## config.mk

```make
export PLATFORM = sky130hd
export DESIGN_NAME = print_queue_tx
export DESIGN_NICKNAME = d
export VERILOG_FILES = /design/src/rtl/print_pkg.sv /design/src/rtl/char_fifo.sv /design/src/rtl/print_queue_tx.sv
export SDC_FILE = /design/constraint.sdc
export NUM_CORES = 1
export LEC_CHECK = 0
export ABC_AREA = 1
export BUFFER_PORTS_ARGS = -buffer_cell sky130_fd_sc_hd__buf_2
export CORE_MARGIN = 2
export CORE_UTILIZATION = 50
export CTS_BUF_LIST = sky130_fd_sc_hd__clkbuf_16
export DETAILED_ROUTE_END_ITERATION = 12
export GPL_TIMING_DRIVEN = 1
export PLACE_DENSITY = 0.65
export SYNTH_ARGS = -nofsm -noshare
export SYNTH_HDL_FRONTEND = slang
export SYNTH_HIERARCHICAL = 1
export SYNTH_SLANG_ARGS = --single-unit
```

## constraint.sdc

```tcl
create_clock -name clk -period 2.89 [get_ports clk]
set_input_delay 0 -clock clk [delete_from_list [all_inputs] [get_ports clk]]
set_output_delay 0 -clock clk [all_outputs]
set_load 0.01 [all_outputs]
```

## src/rtl/print_pkg.sv

```systemverilog
// print_pkg: shared definitions for the printer transmit queue.
//   tx_state_t        transmit FSM states
//   ASCII_CR/ASCII_LF control characters the decoder commonly emits
//   DEFAULT_BAUD_DIV  50 MHz / 9600 baud
//   even_parity()     XOR reduction of one data byte
package print_pkg;

    typedef enum logic [2:0] {
        IDLE,
        START,
        DATA,
        PARITY,
        STOP
    } tx_state_t;

    localparam logic [7:0]  ASCII_CR         = 8'h0D;
    localparam logic [7:0]  ASCII_LF         = 8'h0A;
    localparam int unsigned DEFAULT_BAUD_DIV = 5208;

    function automatic logic even_parity(input logic [7:0] data);
        return ^data;
    endfunction

endpackage

```

## src/rtl/char_fifo.sv

```systemverilog
// char_fifo: synchronous FIFO of WIDTH-bit entries, DEPTH a power of two.
//   clk, rst      clock, synchronous active-high reset (empties the FIFO)
//   push_i        write wdata_i at the next edge (ignored while full)
//   wdata_i       write data
//   pop_i         drop the head entry at the next edge (ignored while empty)
//   rdata_o       head entry, valid while !empty_o
//   full_o        DEPTH entries held
//   empty_o       no entries held
//   count_o       current occupancy
// full/empty are evaluated before the edge, so a push while full is dropped
// even if a pop happens in the same cycle.
module char_fifo #(
    parameter int unsigned DEPTH = 16,
    parameter int unsigned WIDTH = 8
) (
    input  logic                       clk,
    input  logic                       rst,
    input  logic                       push_i,
    input  logic [WIDTH-1:0]           wdata_i,
    input  logic                       pop_i,
    output logic [WIDTH-1:0]           rdata_o,
    output logic                       full_o,
    output logic                       empty_o,
    output logic [$clog2(DEPTH+1)-1:0] count_o
);

    localparam int unsigned PtrW = $clog2(DEPTH);
    localparam int unsigned CntW = $clog2(DEPTH + 1);

    logic [WIDTH-1:0] mem_q [DEPTH];
    logic [PtrW-1:0]  wr_ptr_q, wr_ptr_d;
    logic [PtrW-1:0]  rd_ptr_q, rd_ptr_d;
    logic [CntW-1:0]  count_q, count_d;
    logic             do_push, do_pop;

    assign full_o  = (count_q == CntW'(DEPTH));
    assign empty_o = (count_q == '0);
    assign count_o = count_q;
    assign rdata_o = mem_q[rd_ptr_q];

    assign do_push = push_i & ~full_o;
    assign do_pop  = pop_i & ~empty_o;

    always_comb begin
        wr_ptr_d = wr_ptr_q;
        rd_ptr_d = rd_ptr_q;
        count_d  = count_q;
        // Pointers wrap naturally because DEPTH is a power of two.
        if (do_push) wr_ptr_d = wr_ptr_q + PtrW'(1);
        if (do_pop)  rd_ptr_d = rd_ptr_q + PtrW'(1);
        unique case ({do_push, do_pop})
            2'b10:   count_d = count_q + CntW'(1);
            2'b01:   count_d = count_q - CntW'(1);
            default: count_d = count_q;
        endcase
    end

    always_ff @(posedge clk) begin
        if (rst) begin
            wr_ptr_q <= '0;
            rd_ptr_q <= '0;
            count_q  <= '0;
        end else begin
            wr_ptr_q <= wr_ptr_d;
            rd_ptr_q <= rd_ptr_d;
            count_q  <= count_d;
        end
    end

    // Storage needs no reset; only the pointers define validity.
    always_ff @(posedge clk) begin
        if (do_push) mem_q[wr_ptr_q] <= wdata_i;
    end

endmodule

```

## src/rtl/print_queue_tx.sv

```systemverilog
// print_queue_tx: buffered UART transmitter feeding the thermal printer.
// Characters strobed in with rdy are queued in a char_fifo and sent as
// 8-bit LSB-first frames with STOP_BITS stop bits.
//   clk, rst   system clock, synchronous active-high reset
//   rdy        one-cycle strobe, enqueue ascii
//   ascii      character to enqueue
//   full       FIFO holds DEPTH entries
//   empty      FIFO holds no entries
//   count      FIFO occupancy
//   overflow   sticky, set when rdy arrives while full (cleared by rst)
//   done       one-cycle pulse on the STOP->IDLE transition
//   busy       transmitter not in IDLE
//   tx         registered serial output, idle high
//   gnd        constant 0
// Build option: define PRINT_QUEUE_PARITY_EN to insert an even-parity bit
// between the data bits and the stop bit(s).
module print_queue_tx
    import print_pkg::*;
#(
    parameter int unsigned BAUD_DIV  = DEFAULT_BAUD_DIV,
    parameter int unsigned DEPTH     = 16,
    parameter int unsigned STOP_BITS = 1
) (
    input  logic                       clk,
    input  logic                       rst,
    input  logic                       rdy,
    input  logic [7:0]                 ascii,
    output logic                       full,
    output logic                       empty,
    output logic [$clog2(DEPTH+1)-1:0] count,
    output logic                       overflow,
    output logic                       done,
    output logic                       busy,
    output logic                       tx,
    output logic                       gnd
);

    localparam int unsigned BaudW = $clog2(BAUD_DIV);
    localparam logic [BaudW-1:0] BaudLoad = BaudW'(BAUD_DIV - 1);

    tx_state_t        state_q, state_d;
    logic [BaudW-1:0] baud_q, baud_d;
    logic [2:0]       bit_q, bit_d;
    logic             stop_q, stop_d;
    logic [7:0]       shift_q, shift_d;
    logic             par_q, par_d;
    logic             tx_q, tx_d;
    logic             done_q, done_d;
    logic             ovf_q, ovf_d;

    logic             pop;
    logic [7:0]       head;
    logic             bit_end;
    logic             last_stop;

    char_fifo #(
        .DEPTH (DEPTH),
        .WIDTH (8)
    ) u_fifo (
        .clk     (clk),
        .rst     (rst),
        .push_i  (rdy),
        .wdata_i (ascii),
        .pop_i   (pop),
        .rdata_o (head),
        .full_o  (full),
        .empty_o (empty),
        .count_o (count)
    );

    assign bit_end   = (baud_q == '0);
    assign last_stop = (STOP_BITS == 1) || stop_q;

    // Sticky drop flag; full is the pre-edge value, matching the FIFO's drop.
    assign ovf_d = ovf_q | (rdy & full);

    always_comb begin
        state_d = state_q;
        baud_d  = baud_q;
        bit_d   = bit_q;
        stop_d  = stop_q;
        shift_d = shift_q;
        par_d   = par_q;
        tx_d    = tx_q;
        done_d  = 1'b0;
        pop     = 1'b0;

        // The down-counter counts within a bit; every bit boundary reloads it.
        if (state_q != IDLE && !bit_end) begin
            baud_d = baud_q - BaudW'(1);
        end

        unique case (state_q)
            IDLE: begin
                tx_d = 1'b1;
                if (!empty) begin
                    pop     = 1'b1;
                    state_d = START;
                    baud_d  = BaudLoad;
                    shift_d = head;
                    par_d   = even_parity(head);
                    tx_d    = 1'b0;
                end
            end
            START: begin
                if (bit_end) begin
                    state_d = DATA;
                    baud_d  = BaudLoad;
                    bit_d   = 3'd0;
                    tx_d    = shift_q[0];
                end
            end
            DATA: begin
                if (bit_end) begin
                    baud_d = BaudLoad;
                    if (bit_q == 3'd7) begin
`ifdef PRINT_QUEUE_PARITY_EN
                        state_d = PARITY;
                        tx_d    = par_q;
`else
                        state_d = STOP;
                        stop_d  = 1'b0;
                        tx_d    = 1'b1;
`endif
                    end else begin
                        bit_d   = bit_q + 3'd1;
                        shift_d = {1'b0, shift_q[7:1]};
                        tx_d    = shift_q[1];
                    end
                end
            end
            PARITY: begin
                if (bit_end) begin
                    state_d = STOP;
                    baud_d  = BaudLoad;
                    stop_d  = 1'b0;
                    tx_d    = 1'b1;
                end
            end
            STOP: begin
                if (bit_end) begin
                    tx_d = 1'b1;
                    if (last_stop) begin
                        state_d = IDLE;
                        done_d  = 1'b1;
                    end else begin
                        stop_d = 1'b1;
                        baud_d = BaudLoad;
                    end
                end
            end
            default: begin
                state_d = IDLE;
                tx_d    = 1'b1;
            end
        endcase
    end

    always_ff @(posedge clk) begin
        if (rst) begin
            state_q <= IDLE;
            baud_q  <= '0;
            bit_q   <= 3'd0;
            stop_q  <= 1'b0;
            shift_q <= 8'h00;
            par_q   <= 1'b0;
            tx_q    <= 1'b1;
            done_q  <= 1'b0;
            ovf_q   <= 1'b0;
        end else begin
            state_q <= state_d;
            baud_q  <= baud_d;
            bit_q   <= bit_d;
            stop_q  <= stop_d;
            shift_q <= shift_d;
            par_q   <= par_d;
            tx_q    <= tx_d;
            done_q  <= done_d;
            ovf_q   <= ovf_d;
        end
    end

    assign overflow = ovf_q;
    assign done     = done_q;
    assign busy     = (state_q != IDLE);
    assign tx       = tx_q;
    assign gnd      = 1'b0;

endmodule

```

==> flow_summary_export.csv, run 1 <==
group,metric,value,unit
floorplan,fp.coreArea,15260,um2
critical_path,rr_startpoint,"u_fifo/count_o[1]",
sta,setup_viol,0,
min_path,holdPathStages,1,
run,drv.max_cap_violation_count,0,
sta,fin_skew,0.008552,ns
critical_path,cp-end-kind,"flip-flop",
sta,max_clock_freq,0.3781,GHz
detailed_routing,drt_iter0_drc,574,
clock_tree,cell_chosen_for_the_clock_root,"sky130_fd_sc_hd__clkbuf_16",
synth,async_set_reset_flop_share_out_of_synthesis,0,
critical_path,required,3.21,ns
placement,dp_worst_setup_slack,0.2871,ns
floorplan,die_area,16650,um2
floorplan,die_height,129.1,um
global_route,global_route.usage.total,0.2052,
sta,timing.final.crit_period,2.645,ns
global_route,maximum_number_of_pins_on_one_net_before_global_route_repair,70,
power_and_ir_drop,leakagePower,3.319,nW
synth,mappedNetlistArea,7819,um2
critical_path,timing.critical_path.max_delay_family,"simple AND/OR/NAND/NOR gates",
detailed_routing,route.antenna.remaining_nets,0,
final_layout,final_layout_size_suffix_gt1_frac,0.1304,
global_route,use_met2,0.3330,
final_layout,syn2layout_area_growth,12.56,%
sta,timing.slew.headroom,0.4286,
floorplan,io_pins,23,
power_and_ir_drop,p_total,7.964,mW
synth,synth_area_leaders,"sky130_fd_sc_hd__edfxtp_1 (49%), sky130_fd_sc_hd__dfxtp_1 (12%), sky130_fd_sc_hd__mux2i_1 (4.1%)",
sta,finalHoldWorstSlack,0.02632,ns
critical_path,critical_r2r_capture,"u_fifo/count_o[4]",
detailed_routing,detailedRoute.firstPassIterationCount,5,
clock_tree,worstSkewPairLatency,0.42,ns
clock_tree,ctsLongestPathBuffers,2,
global_route,grt_antenna_before_repair,0,
sta,worst_slew_pin_slew,0.8539,ns
critical_path,cp_slowest_stage_delay,0.38,ns
critical_path,worst_setup_path_start_kind,"flip-flop",
synth,synthesis.instances,719,
synth,synth.distinct_cells,47,
power_and_ir_drop,ir_drop,0.4598,mV
synth,mappedNetlistNets,742,
critical_path,critical_path.slowest_cell,"sky130_fd_sc_hd__dfxtp_1",
critical_path,timing.critical_path.mode_cell,"sky130_fd_sc_hd__inv_1",
synth,synth-warning-count,6,
final_layout,final_area,8801,um2
status,outcome,"complete, no violations",
synth,synth_ff_type,"sky130_fd_sc_hd__edfxtp_1",
placement,dpl-instance-area,8114,um2
placement,placed_cells_incl_taps,930,
placement,gpl.final_weighted_congestion,0.8801,
power_and_ir_drop,cellPowerDensity,904.9,nW/um2
critical_path,criticalPathCategory,"flip-flop to flip-flop",
sta,final_setup_slack_of_the_worst_path,0.2449,ns
final_layout,fin_nets,769,
critical_path,critical_path.startpoint,"u_fifo/count_o[1]",
critical_path,worst_path_depth,17,
min_path,hold_path_class,"input pin to flip-flop",
floorplan,start_util,0.5124,
critical_path,worstPathBufferInverterCount,6,
floorplan,floorplan.rows,45,
clock_tree,clock_tree.htree_level_count,4,
placement,dpl.hpwl,10.48,mm
synth,yosysTopAreaCell,"sky130_fd_sc_hd__edfxtp_1",
critical_path,cp_data_arrival_time,2.96,ns
clock_tree,clock_tree_from_tritoncts,"built",
sta,report.final.slew_viol_count,0,
detailed_routing,route.detailed.wl_per_inst,16.62,um
synth,syn_area_per_cell,10.87,um2
detailed_routing,total_drc_errors_in_the_routed_layout,0,
detailed_routing,average_vias_per_placed_instance,5.405,
synth,ys_ff_latch,175,
sta,final.setup.tns,0,ns
synth,synth-edff-count,128,
clock_tree,cts-buffers-inserted,17,
critical_path,ff2ff_path_depth,17,
critical_path,crit_path_cell_trace,"nor2_2, nand3_2, inv_1, inv_1, nand2_2, inv_1, nand2_4, inv_6, ha_1, ha_1, inv_1, nor2_1, nand2_2, nand3_1, nand3_1, nand2_1, inv_1",
detailed_routing,vias,5243,
final_layout,non_filler_instances,970,
global_route,grt_pass1_vias,4973,
global_route,grt_use_met1,0.2835,
placement,placement.io_buffers,21,
final_layout,post-route-util,0.5768,
critical_path,endpoint,"u_fifo/count_o[4]",
critical_path,r2r_slack,0.24,ns
global_route,first_pass_grt_wire_length,25.87,mm
sta,grt_setup_unrepaired,"false",
global_route,grt_most_used_layer,"met2",
final_layout,number_of_inserted_diodes,0,
synth,synth_sequential_area_ratio,0.6119,
sta,min_period_over_period,0.9153,
clock_tree,cts.sinks,175,
sta,finalHoldViolCount,0,
detailed_routing,finalWirelength,16.12,mm
critical_path,crit_path_max_fanout,7,
global_route,global_route.overflow_total,0,
floorplan,x_dimension_of_the_die,129.1,um
clock_tree,path_clk_slew,0.07,ns
global_route,met3_usage,0.04418,
synth,synth_top_cell_area_share,0.4916,
clock_tree,post_cts_resized,0,
-- how the worst min path moves through the flow --
stage             start                 end  slack (ns)
4_1_cts        ascii[2]  u_fifo/mem_q[1][2]        0.01
5_1_grt        ascii[2]  u_fifo/mem_q[1][2]        0.01
2_1_floorplan       rst            bit_q[1]        0.08
3_3_place_gp        rdy            overflow        0.28
6_report       ascii[2]  u_fifo/mem_q[1][2]        0.03
3_5_place_dp        rdy            overflow        0.30
-- cells by family after synthesis --
family                   after synthesis  synth area share
AND/OR/NAND/NOR                      212            0.1288
flip-flops                           175            0.6119
AO/OA/AOI/OAI                        159            0.1234
buffers and inverters                118           0.06305
multiplexers                          32           0.04097
adder cells (fa/ha/maj)               12           0.01920
XOR/XNOR                              10           0.01216
other                                  1         0.0004796
-- cells in the final DEF, fill, tap and decap left out, types with 20 or more instances in the layout --
cell                        instances
sky130_fd_sc_hd__buf_2             21
sky130_fd_sc_hd__edfxtp_1         128
sky130_fd_sc_hd__clkbuf_16         20
sky130_fd_sc_hd__dfxtp_1           46
sky130_fd_sc_hd__nand2_1           79
sky130_fd_sc_hd__nand3_1           25
sky130_fd_sc_hd__a21oi_1           47
sky130_fd_sc_hd__inv_1             85
sky130_fd_sc_hd__nor2_1            63
sky130_fd_sc_hd__mux2i_1           32
sky130_fd_sc_hd__o211ai_1          32
sky130_fd_sc_hd__o21ai_0           58
-- timing repair --
action / in CTS / in global routing
hold buffers: 8 / 0
endpoints found under the hold margin: 102 / 0
setup buffers: 0 / 0
-- cell usage after synthesis (2+ instances only) --
cell                         n
sky130_fd_sc_hd__nor4_1      3
sky130_fd_sc_hd__ha_1       12
sky130_fd_sc_hd__buf_2       6
sky130_fd_sc_hd__nor2_2      3
sky130_fd_sc_hd__nor2_1     63
sky130_fd_sc_hd__nand3_1    25
sky130_fd_sc_hd__inv_1      82
sky130_fd_sc_hd__xor2_1      7
sky130_fd_sc_hd__inv_2       5
sky130_fd_sc_hd__edfxtp_1  128
sky130_fd_sc_hd__mux2i_1    32
sky130_fd_sc_hd__o21ai_0    58
sky130_fd_sc_hd__buf_6       3
sky130_fd_sc_hd__clkbuf_1   14
sky130_fd_sc_hd__o21ai_1     4
sky130_fd_sc_hd__nor3_1      3
sky130_fd_sc_hd__nand2_4     5
sky130_fd_sc_hd__a21oi_1    47
sky130_fd_sc_hd__dfxtp_1    47
sky130_fd_sc_hd__nor3b_1     8
sky130_fd_sc_hd__xnor2_1     2
sky130_fd_sc_hd__nand2_1    79
sky130_fd_sc_hd__nor2_4      3
sky130_fd_sc_hd__a21oi_2     4
sky130_fd_sc_hd__nand2_2     6
sky130_fd_sc_hd__o211ai_1   32
sky130_fd_sc_hd__nand3_2     4
sky130_fd_sc_hd__buf_1       3
sky130_fd_sc_hd__nand4_1     5
sky130_fd_sc_hd__buf_4       4
sky130_fd_sc_hd__a211oi_1    5
sky130_fd_sc_hd__o21ai_2     2
-- registers in the layout, summed over array words and instances (netlist names), named ones only --
signal           flops
u_fifo/mem_q       128
state_q              3
u_fifo/count_o       5
u_fifo/rd_ptr_q      4
baud_q              13
bit_q                3
overflow             1
done                 1
shift_q              8
u_fifo/wr_ptr_q      4
tx                   1
-- per-layer routing --
| metal | part of all wire | vias up |
|---|---|---|
| met3 | 0.043 | 17 |
| met4 | 0.010 | 0 |
| met5 | 0 | - |
| met2 | 0.48 | 137 |
| li1 | - | 2551 |
| met1 | 0.46 | 2538 |
-- worst reg2reg max path, delay by kind of cell (launching register included) --
family	cells	cell delay [ns]
fa+ha+maj	2	0.62
buf+inv	6	0.50
flops	1	0.38
simple gates	9	1.04
-- power by group --
group	total [mW]	internal (mW)	switching (mW)
logic	2.51	0.871	1.64
registers	3.18	2.93	0.253
clock network	2.27	1.34	0.926
total	7.96	5.15	2.82
-- layout make-up --
type,count,area [um2]
Clock inverter,12,106.4
Multi-Input combinational cell,426,2541
Clock buffer,20,500.5
Timing Repair Buffer,38,265.3
Inverter,88,335.3
Tap cell,211,264.0
Fill cell,1241,6457
Sequential cell,175,4788
Power figures use the tool's default switching activity.
==> inputs of run 2 (changes only) <==
Settings changed: SYNTH_HIERARCHICAL 1 to unset.
==> run 2 against run 1 <==
Net effect:
- sequential power barely moved
- worst setup slack improved by 0.12 ns
- critical path depth fell by 1
- clock skew barely moved
- power rose by 0.73%
- hold slack got worse by 0.023 ns
- die area rose by 0.31%
- cell count rose by 12%
- non-clock buffer count fell by 6
- critical endpoint is now u_fifo.count_o[4]
- first-iteration DRC count fell by 7.8%
- combinational power rose by 6%
==> flow_summary_export.csv, run 2 <==
group,metric,value,unit
sta,min_period_over_period,0.8731,
floorplan,io_pins,23,
floorplan,fp.coreArea,15260,um2
final_layout,largest_reg_flops,128,
placement,placement.io_buffers,21,
status,outcome,"complete, no violations",
clock_tree,clock_tree_from_tritoncts,"built",
power_and_ir_drop,ir_drop,0.5873,mV
clock_tree,path_clk_slew,0.06,ns
global_route,grt_most_used_layer,"met2",
detailed_routing,route.antenna.remaining_nets,0,
critical_path,timing.critical_path.mode_cell,"sky130_fd_sc_hd__nor2_1",
synth,async_set_reset_flop_share_out_of_synthesis,0,
synth,ys_ff_latch,175,
synth,synth_area_leaders,"sky130_fd_sc_hd__edfxtp_1 (49%), sky130_fd_sc_hd__nand2_1 (12%), sky130_fd_sc_hd__dfxtp_1 (12%)",
final_layout,final_common_cell,"sky130_fd_sc_hd__nand2_1",
placement,dpl.hpwl,11.03,mm
final_layout,layout_top_registers,"u_fifo.mem_q: 128 flops, baud_q: 13 flops, shift_q: 8 flops",
synth,synth-warning-count,0,
critical_path,cp_slowest_stage_delay,0.34,ns
synth,synthMostInstantiatedCell,"sky130_fd_sc_hd__nand2_1",
global_route,use_met2,0.3477,
detailed_routing,average_vias_per_placed_instance,5.109,
clock_tree,cts.sinks,175,
global_route,first_pass_grt_wire_length,27.19,mm
sta,grt_setup_unrepaired,"false",
synth,synthTopCellsByCount,"sky130_fd_sc_hd__nand2_1 (257), sky130_fd_sc_hd__edfxtp_1 (128), sky130_fd_sc_hd__nand3_1 (102)",
detailed_routing,detailedRoute.firstPassIterationCount,5,
critical_path,crit_path_cell_trace,"nor2_1, nand4_1, nand2_2, inv_1, ha_1, inv_1, fa_1, inv_1, nand2_1, nand2_1, a21oi_1, nor2_1, nor2_1, nand2_1, o21ai_0, nor2_1",
synth,syn_area_per_cell,9.305,um2
critical_path,cp_data_arrival_time,2.84,ns
placement,gpl.final_weighted_congestion,0.9161,
detailed_routing,vias,5554,
synth,synth.distinct_cells,38,
global_route,met3_usage,0.04624,
sta,worst_slew_pin_slew,0.8917,ns
placement,dp_worst_setup_slack,0.4112,ns
synth,synth-edff-count,128,
power_and_ir_drop,cellPowerDensity,919.5,nW/um2
global_route,maximum_number_of_pins_on_one_net_before_global_route_repair,33,
sta,setup_viol,0,
floorplan,start_util,0.5141,
critical_path,cp-end-kind,"flip-flop",
global_route,grt_antenna_before_repair,0,
sta,fin_skew,0.008218,ns
clock_tree,ctsLongestPathBuffers,2,
detailed_routing,route.detailed.wl_per_inst,15.49,um
sta,finalHoldViolCount,0,
critical_path,crit_path_max_fanout,6,
synth,synth_compound_area_frac,0.03749,
final_layout,ff_latch_area,4786,um2
critical_path,criticalPathCategory,"flip-flop to flip-flop",
final_layout,non_filler_instances,1087,
synth,synthesis.instances,843,
final_layout,largest_register,"u_fifo.mem_q",
global_route,global_route.overflow_total,0,
global_route,grt_pass1_vias,5329,
run,drv.max_cap_violation_count,0,
min_path,hold_path_class,"input pin to flip-flop",
clock_tree,worstSkewPairLatency,0.43,ns
floorplan,x_dimension_of_the_die,129.3,um
critical_path,worst_setup_path_start_kind,"flip-flop",
critical_path,critical_r2r_capture,"u_fifo.count_o[4]",
floorplan,floorplan.rows,45,
synth,mappedNetlistNets,868,
sta,report.final.slew_viol_count,0,
synth,mappedNetlistArea,7844,um2
sta,final_setup_slack_of_the_worst_path,0.3669,ns
clock_tree,clock_tree.htree_level_count,4,
power_and_ir_drop,p_total,8.022,mW
sta,timing.slew.headroom,0.4033,
clock_tree,post_cts_buffers,0,
clock_tree,post_cts_resized,0,
critical_path,critical_path.startpoint,"u_fifo.count_o[0]",
global_route,grt_use_met1,0.2892,
critical_path,worst_path_depth,16,
synth,post_synth_and_or_nand_nor_area_fraction,0.2520,
detailed_routing,total_drc_errors_in_the_routed_layout,0,
final_layout,syn2layout_area_growth,11.23,%
synth,synth_ff_type,"sky130_fd_sc_hd__edfxtp_1",
critical_path,r2r_slack,0.37,ns
critical_path,required,3.21,ns
global_route,global_route.usage.total,0.2137,
critical_path,worstPathBufferInverterCount,3,
critical_path,timing.critical_path.max_delay_family,"simple AND/OR/NAND/NOR gates",
synth,dominant_combinational_cell_family_by_area_after_synthesis,"simple AND/OR/NAND/NOR gates",
synth,synth_xor_area_frac,0.007816,
critical_path,endpoint,"u_fifo.count_o[4]",
floorplan,die_area,16710,um2
sta,max_clock_freq,0.3963,GHz
synth,synth_sequential_area_ratio,0.6100,
sta,final.setup.tns,0,ns
power_and_ir_drop,leakagePower,3.685,nW
clock_tree,cell_chosen_for_the_clock_root,"sky130_fd_sc_hd__clkbuf_16",
final_layout,fin_nets,888,
critical_path,ff2ff_path_depth,16,
sta,timing.final.crit_period,2.523,ns
synth,yosys-mux-area-fraction,0,
clock_tree,cts-buffers-inserted,17,
critical_path,critical_path.slowest_cell,"sky130_fd_sc_hd__dfxtp_1",
final_layout,post-route-util,0.5718,
final_layout,multiInputGateArea,2519,um2
synth,yosysTopAreaCell,"sky130_fd_sc_hd__edfxtp_1",
detailed_routing,drt_iter0_drc,529,
final_layout,final_layout_size_suffix_gt1_frac,0.1050,
synth,synth_top_cell_area_share,0.4900,
synth,synth_fa_ha_area_frac,0.02329,
final_layout,number_of_inserted_diodes,0,
critical_path,rr_startpoint,"u_fifo.count_o[0]",
placement,placed_cells_incl_taps,1052,
final_layout,commonest_non_fill_non_tap_cells_in_the_layout,"sky130_fd_sc_hd__nand2_1 (257), sky130_fd_sc_hd__edfxtp_1 (128), sky130_fd_sc_hd__nand3_1 (102), sky130_fd_sc_hd__inv_1 (99), sky130_fd_sc_hd__nor2_1 (69)",
floorplan,die_height,129.3,um
detailed_routing,finalWirelength,16.84,mm
final_layout,filler_cell_count,1331,
-- run 2: cell count changes in the layout (fill, tap and decap cells not counted), moves of 5 or more --
cell,change
sky130_fd_sc_hd__o21ai_0,-39
sky130_fd_sc_hd__xor2_1,-5
sky130_fd_sc_hd__o211ai_1,-31
sky130_fd_sc_hd__inv_1,+14
sky130_fd_sc_hd__a21oi_1,-24
sky130_fd_sc_hd__nor2_1,+6
sky130_fd_sc_hd__nand3_1,+77
sky130_fd_sc_hd__nand2_1,+178
sky130_fd_sc_hd__a211oi_1,-5
sky130_fd_sc_hd__nor3b_1,-7
sky130_fd_sc_hd__dlygate4sd3_1,-5
sky130_fd_sc_hd__mux2i_1,-32
-- run 2: layer usage --
metal / wire length [um] / vias to the layer above
li1: - / 2771
met3: 1061 / 19
met1: 7492 / 2591
met5: 0 / -
met4: 240 / 0
met2: 8042 / 173
-- run 2: power by group --
part | switching [mW] | internal [mW] | total, mW | leakage [nW]
clock network | 0.943 | 1.27 | 2.21 | 0.277
logic | 1.78 | 0.889 | 2.67 | 1.86
registers | 0.214 | 2.93 | 3.15 | 1.54
total | 2.94 | 5.09 | 8.02 | 3.68
-- run 2: cell type report --
type                       instances  area share
clock inverter                    15     0.01707
inverter                         103     0.04431
multi-input combinational        534      0.2887
timing repair buffer              32     0.02237
tap                              211     0.03026
sequential                       175      0.5485
clock buffer                      17     0.04876
-- run 2: logic make-up after synthesis --
family                   count (synthesis)
other                                    1
XOR/XNOR                                 7
adder cells (fa/ha/maj)                 14
flip-flops                             175
AO/OA/AOI/OAI                           51
buffers and inverters                  134
AND/OR/NAND/NOR                        461
-- run 2: worst min-delay path by stage --
stage                     startpoint                 end  slack (ns)  cells after the start
after floorplan             ascii[0]  u_fifo.mem_q[0][0]         0.1                      0
after global placement           rdy            overflow        0.27                      3
after detailed placement         rdy            overflow        0.28                      3
after CTS                   ascii[1]  u_fifo.mem_q[3][1]       0.002                      1
after global routing        ascii[1]  u_fifo.mem_q[2][1]       0.004                      1
final                       ascii[1]  u_fifo.mem_q[2][1]       0.004                      1
-- run 2: what timing repair did --
item | 4_1_cts | 5_1_grt
hold buffers | 2 | 1
setup endpoints to repair | 0 | 0
endpoints found under the hold margin | 17 | 1
-- run 2: per-stage QoR --
step           area, um2  hold WS [ns]
2_1_floorplan       7844       0.09887
3_3_place_gp        8120        0.2651
3_5_place_dp        8120        0.2765
4_1_cts             8715      0.001902
5_1_grt             8725      0.004021
6_report            8725      0.003637
==> inputs of run 3 (changes only) <==
==> constraint.sdc (replaced) <==
create_clock -name clk -period 2.89 [get_ports clk]
set_input_delay 0.289 -clock clk [delete_from_list [all_inputs] [get_ports clk]]
set_output_delay 0.289 -clock clk [all_outputs]
set_load 0.01 [all_outputs]
==> run 3 against run 2 <==
Net effect:
- global-route usage is 0.66 points higher
- cell count hardly changed
- sequential power hardly changed
- first-iteration DRC count is 5.9% lower
- wire length is 1.5% higher
- power is 3.9% higher
- die area stayed put
- worst setup slack worse by 0.14 ns
- cell area is 0.70% higher
- combinational power hardly changed
- clock power is 13% higher
- via count is 2.4% higher
- largest cell class unchanged
- largest power group unchanged
==> flow_summary_export.csv, run 3 (same netlist as run 2, synthesis figures left out) <==
group,metric,value,unit
critical_path,criticalPathCategory,"flip-flop to flip-flop",
final_layout,layout_top_registers,"u_fifo.mem_q: 128 flops, baud_q: 13 flops, shift_q: 8 flops",
sta,worst_slew_pin_slew,0.8734,ns
clock_tree,clock_tree.htree_level_count,4,
placement,dpl.hpwl,11.17,mm
sta,finalHoldWorstSlack,0.1292,ns
final_layout,final_common_cell,"sky130_fd_sc_hd__nand2_1",
final_layout,largest_reg_flops,128,
critical_path,cp_data_arrival_time,2.99,ns
final_layout,commonest_non_fill_non_tap_cells_in_the_layout,"sky130_fd_sc_hd__nand2_1 (257), sky130_fd_sc_hd__edfxtp_1 (128), sky130_fd_sc_hd__nand3_1 (102), sky130_fd_sc_hd__inv_1 (98), sky130_fd_sc_hd__nor2_1 (69)",
global_route,global_route.overflow_total,0,
sta,max_clock_freq,0.3759,GHz
final_layout,fin_nets,887,
final_layout,filler_cell_count,1305,
sta,timing.slew.headroom,0.4156,
status,outcome,"complete, no violations",
global_route,grt_antenna_before_repair,0,
sta,fin_skew,0.008513,ns
placement,gpl.final_weighted_congestion,0.9127,
detailed_routing,route.antenna.remaining_nets,0,
global_route,maximum_number_of_pins_on_one_net_before_global_route_repair,33,
power_and_ir_drop,cellPowerDensity,948.4,nW/um2
power_and_ir_drop,ir_drop,0.6601,mV
floorplan,io_pins,23,
clock_tree,path_clk_slew,0.07,ns
critical_path,required,3.22,ns
critical_path,cp-end-kind,"flip-flop",
detailed_routing,vias,5690,
floorplan,start_util,0.5141,
min_path,timing.hold.worst.start,"rdy",
floorplan,x_dimension_of_the_die,129.3,um
floorplan,die_area,16710,um2
critical_path,rr_startpoint,"u_fifo.count_o[3]",
sta,min_period_over_period,0.9205,
critical_path,cp_slowest_stage_delay,0.36,ns
clock_tree,ctsLongestPathBuffers,2,
clock_tree,cts.sinks,175,
floorplan,fp.coreArea,15260,um2
clock_tree,post_cts_resized,0,
detailed_routing,average_vias_per_placed_instance,5.239,
final_layout,number_of_inserted_diodes,0,
detailed_routing,route.detailed.wl_per_inst,15.73,um
placement,dp_worst_setup_slack,0.3232,ns
final_layout,syn2layout_area_growth,12.01,%
sta,final.setup.tns,0,ns
critical_path,worst_setup_path_start_kind,"flip-flop",
final_layout,multiInputGateArea,2519,um2
final_layout,final_layout_size_suffix_gt1_frac,0.1097,
detailed_routing,finalWirelength,17.08,mm
final_layout,largest_register,"u_fifo.mem_q",
critical_path,r2r_slack,0.23,ns
detailed_routing,detailedRoute.firstPassIterationCount,5,
clock_tree,worstSkewPairLatency,0.44,ns
floorplan,die_height,129.3,um
clock_tree,cts-buffers-inserted,17,
detailed_routing,drt_iter0_drc,498,
critical_path,critical_path.startpoint,"u_fifo.count_o[3]",
critical_path,timing.critical_path.mode_cell,"sky130_fd_sc_hd__nor2_1",
sta,grt_setup_unrepaired,"false",
sta,finalHoldViolCount,0,
run,drv.max_cap_violation_count,0,
power_and_ir_drop,leakagePower,3.719,nW
final_layout,post-route-util,0.5758,
critical_path,critical_path.slowest_cell,"sky130_fd_sc_hd__dfxtp_1",
power_and_ir_drop,p_total,8.333,mW
sta,report.final.slew_viol_count,0,
critical_path,crit_path_max_fanout,6,
global_route,first_pass_grt_wire_length,27.68,mm
clock_tree,clock_tree_from_tritoncts,"built",
detailed_routing,total_drc_errors_in_the_routed_layout,0,
placement,placement.io_buffers,21,
clock_tree,cell_chosen_for_the_clock_root,"sky130_fd_sc_hd__clkbuf_16",
sta,timing.final.crit_period,2.660,ns
floorplan,floorplan.rows,45,
global_route,global_route.usage.total,0.2203,
sta,final_setup_slack_of_the_worst_path,0.2297,ns
global_route,grt_pass1_vias,5496,
final_layout,ff_latch_area,4786,um2
sta,setup_viol,0,
critical_path,crit_path_cell_trace,"nor2_1, nand4_1, nand2_2, inv_1, ha_1, inv_1, fa_1, inv_1, nand2_1, nand2_1, a21oi_1, nor2_1, nor2_1, nand2_1, o21ai_0, nor2_1",
min_path,hold_path_class,"input pin to flip-flop",
## run 3: report_power, final
group	switching (mW)	internal [mW]
clock network	1.01	1.48
logic	1.80	0.898
registers	0.213	2.93
## run 3: worst paths after layout
kind / end / depth (start not counted)
setup / recovery: u_fifo.count_o[4] / 16
hold / removal: overflow / 3
setup reg to reg: u_fifo.count_o[4] / 16
hold reg to reg: shift_q[0] / 2
## run 3: timing repair
action / in CTS / in global routing
hold buffers: 0 / 0
hold endpoints to repair: 0 / 0
buffers inserted: 0 / 1
setup endpoints to repair: 0 / 1
## run 3: final cells by class
cell class	instances	area share
sequential	175	0.5447
multi-input combinational	534	0.2867
clock buffer	17	0.04842
inverter	103	0.04400
tap	211	0.03005
clock inverter	15	0.02563
timing repair buffer	31	0.02051
## run 3: per-stage QoR
step / area, um2 / std cells
6_report: 8786 / 1086
5_1_grt: 8786 / 1086
4_1_cts: 8778 / 1085
3_5_place_dp: 8128 / 1053
3_3_place_gp: 8128 / 1053
2_1_floorplan: 7844 / 843
## run 3: routing by layer
layer	up-vias	part of all wire	GRT usage
li1	2778	-	-
met4	0	0.026	0.1004
met3	42	0.058	0.04253
met5	-	0	0
met1	2676	0.44	0.2957
met2	194	0.48	0.3495
## run 3: critical path: cells and delay by family, from the launching register on
kind            cells  cell delay [ns]
flops               1             0.36
simple gates        9             0.99
fa+ha+maj           2             0.50
buf+inv             3             0.31
compound gates      2             0.36
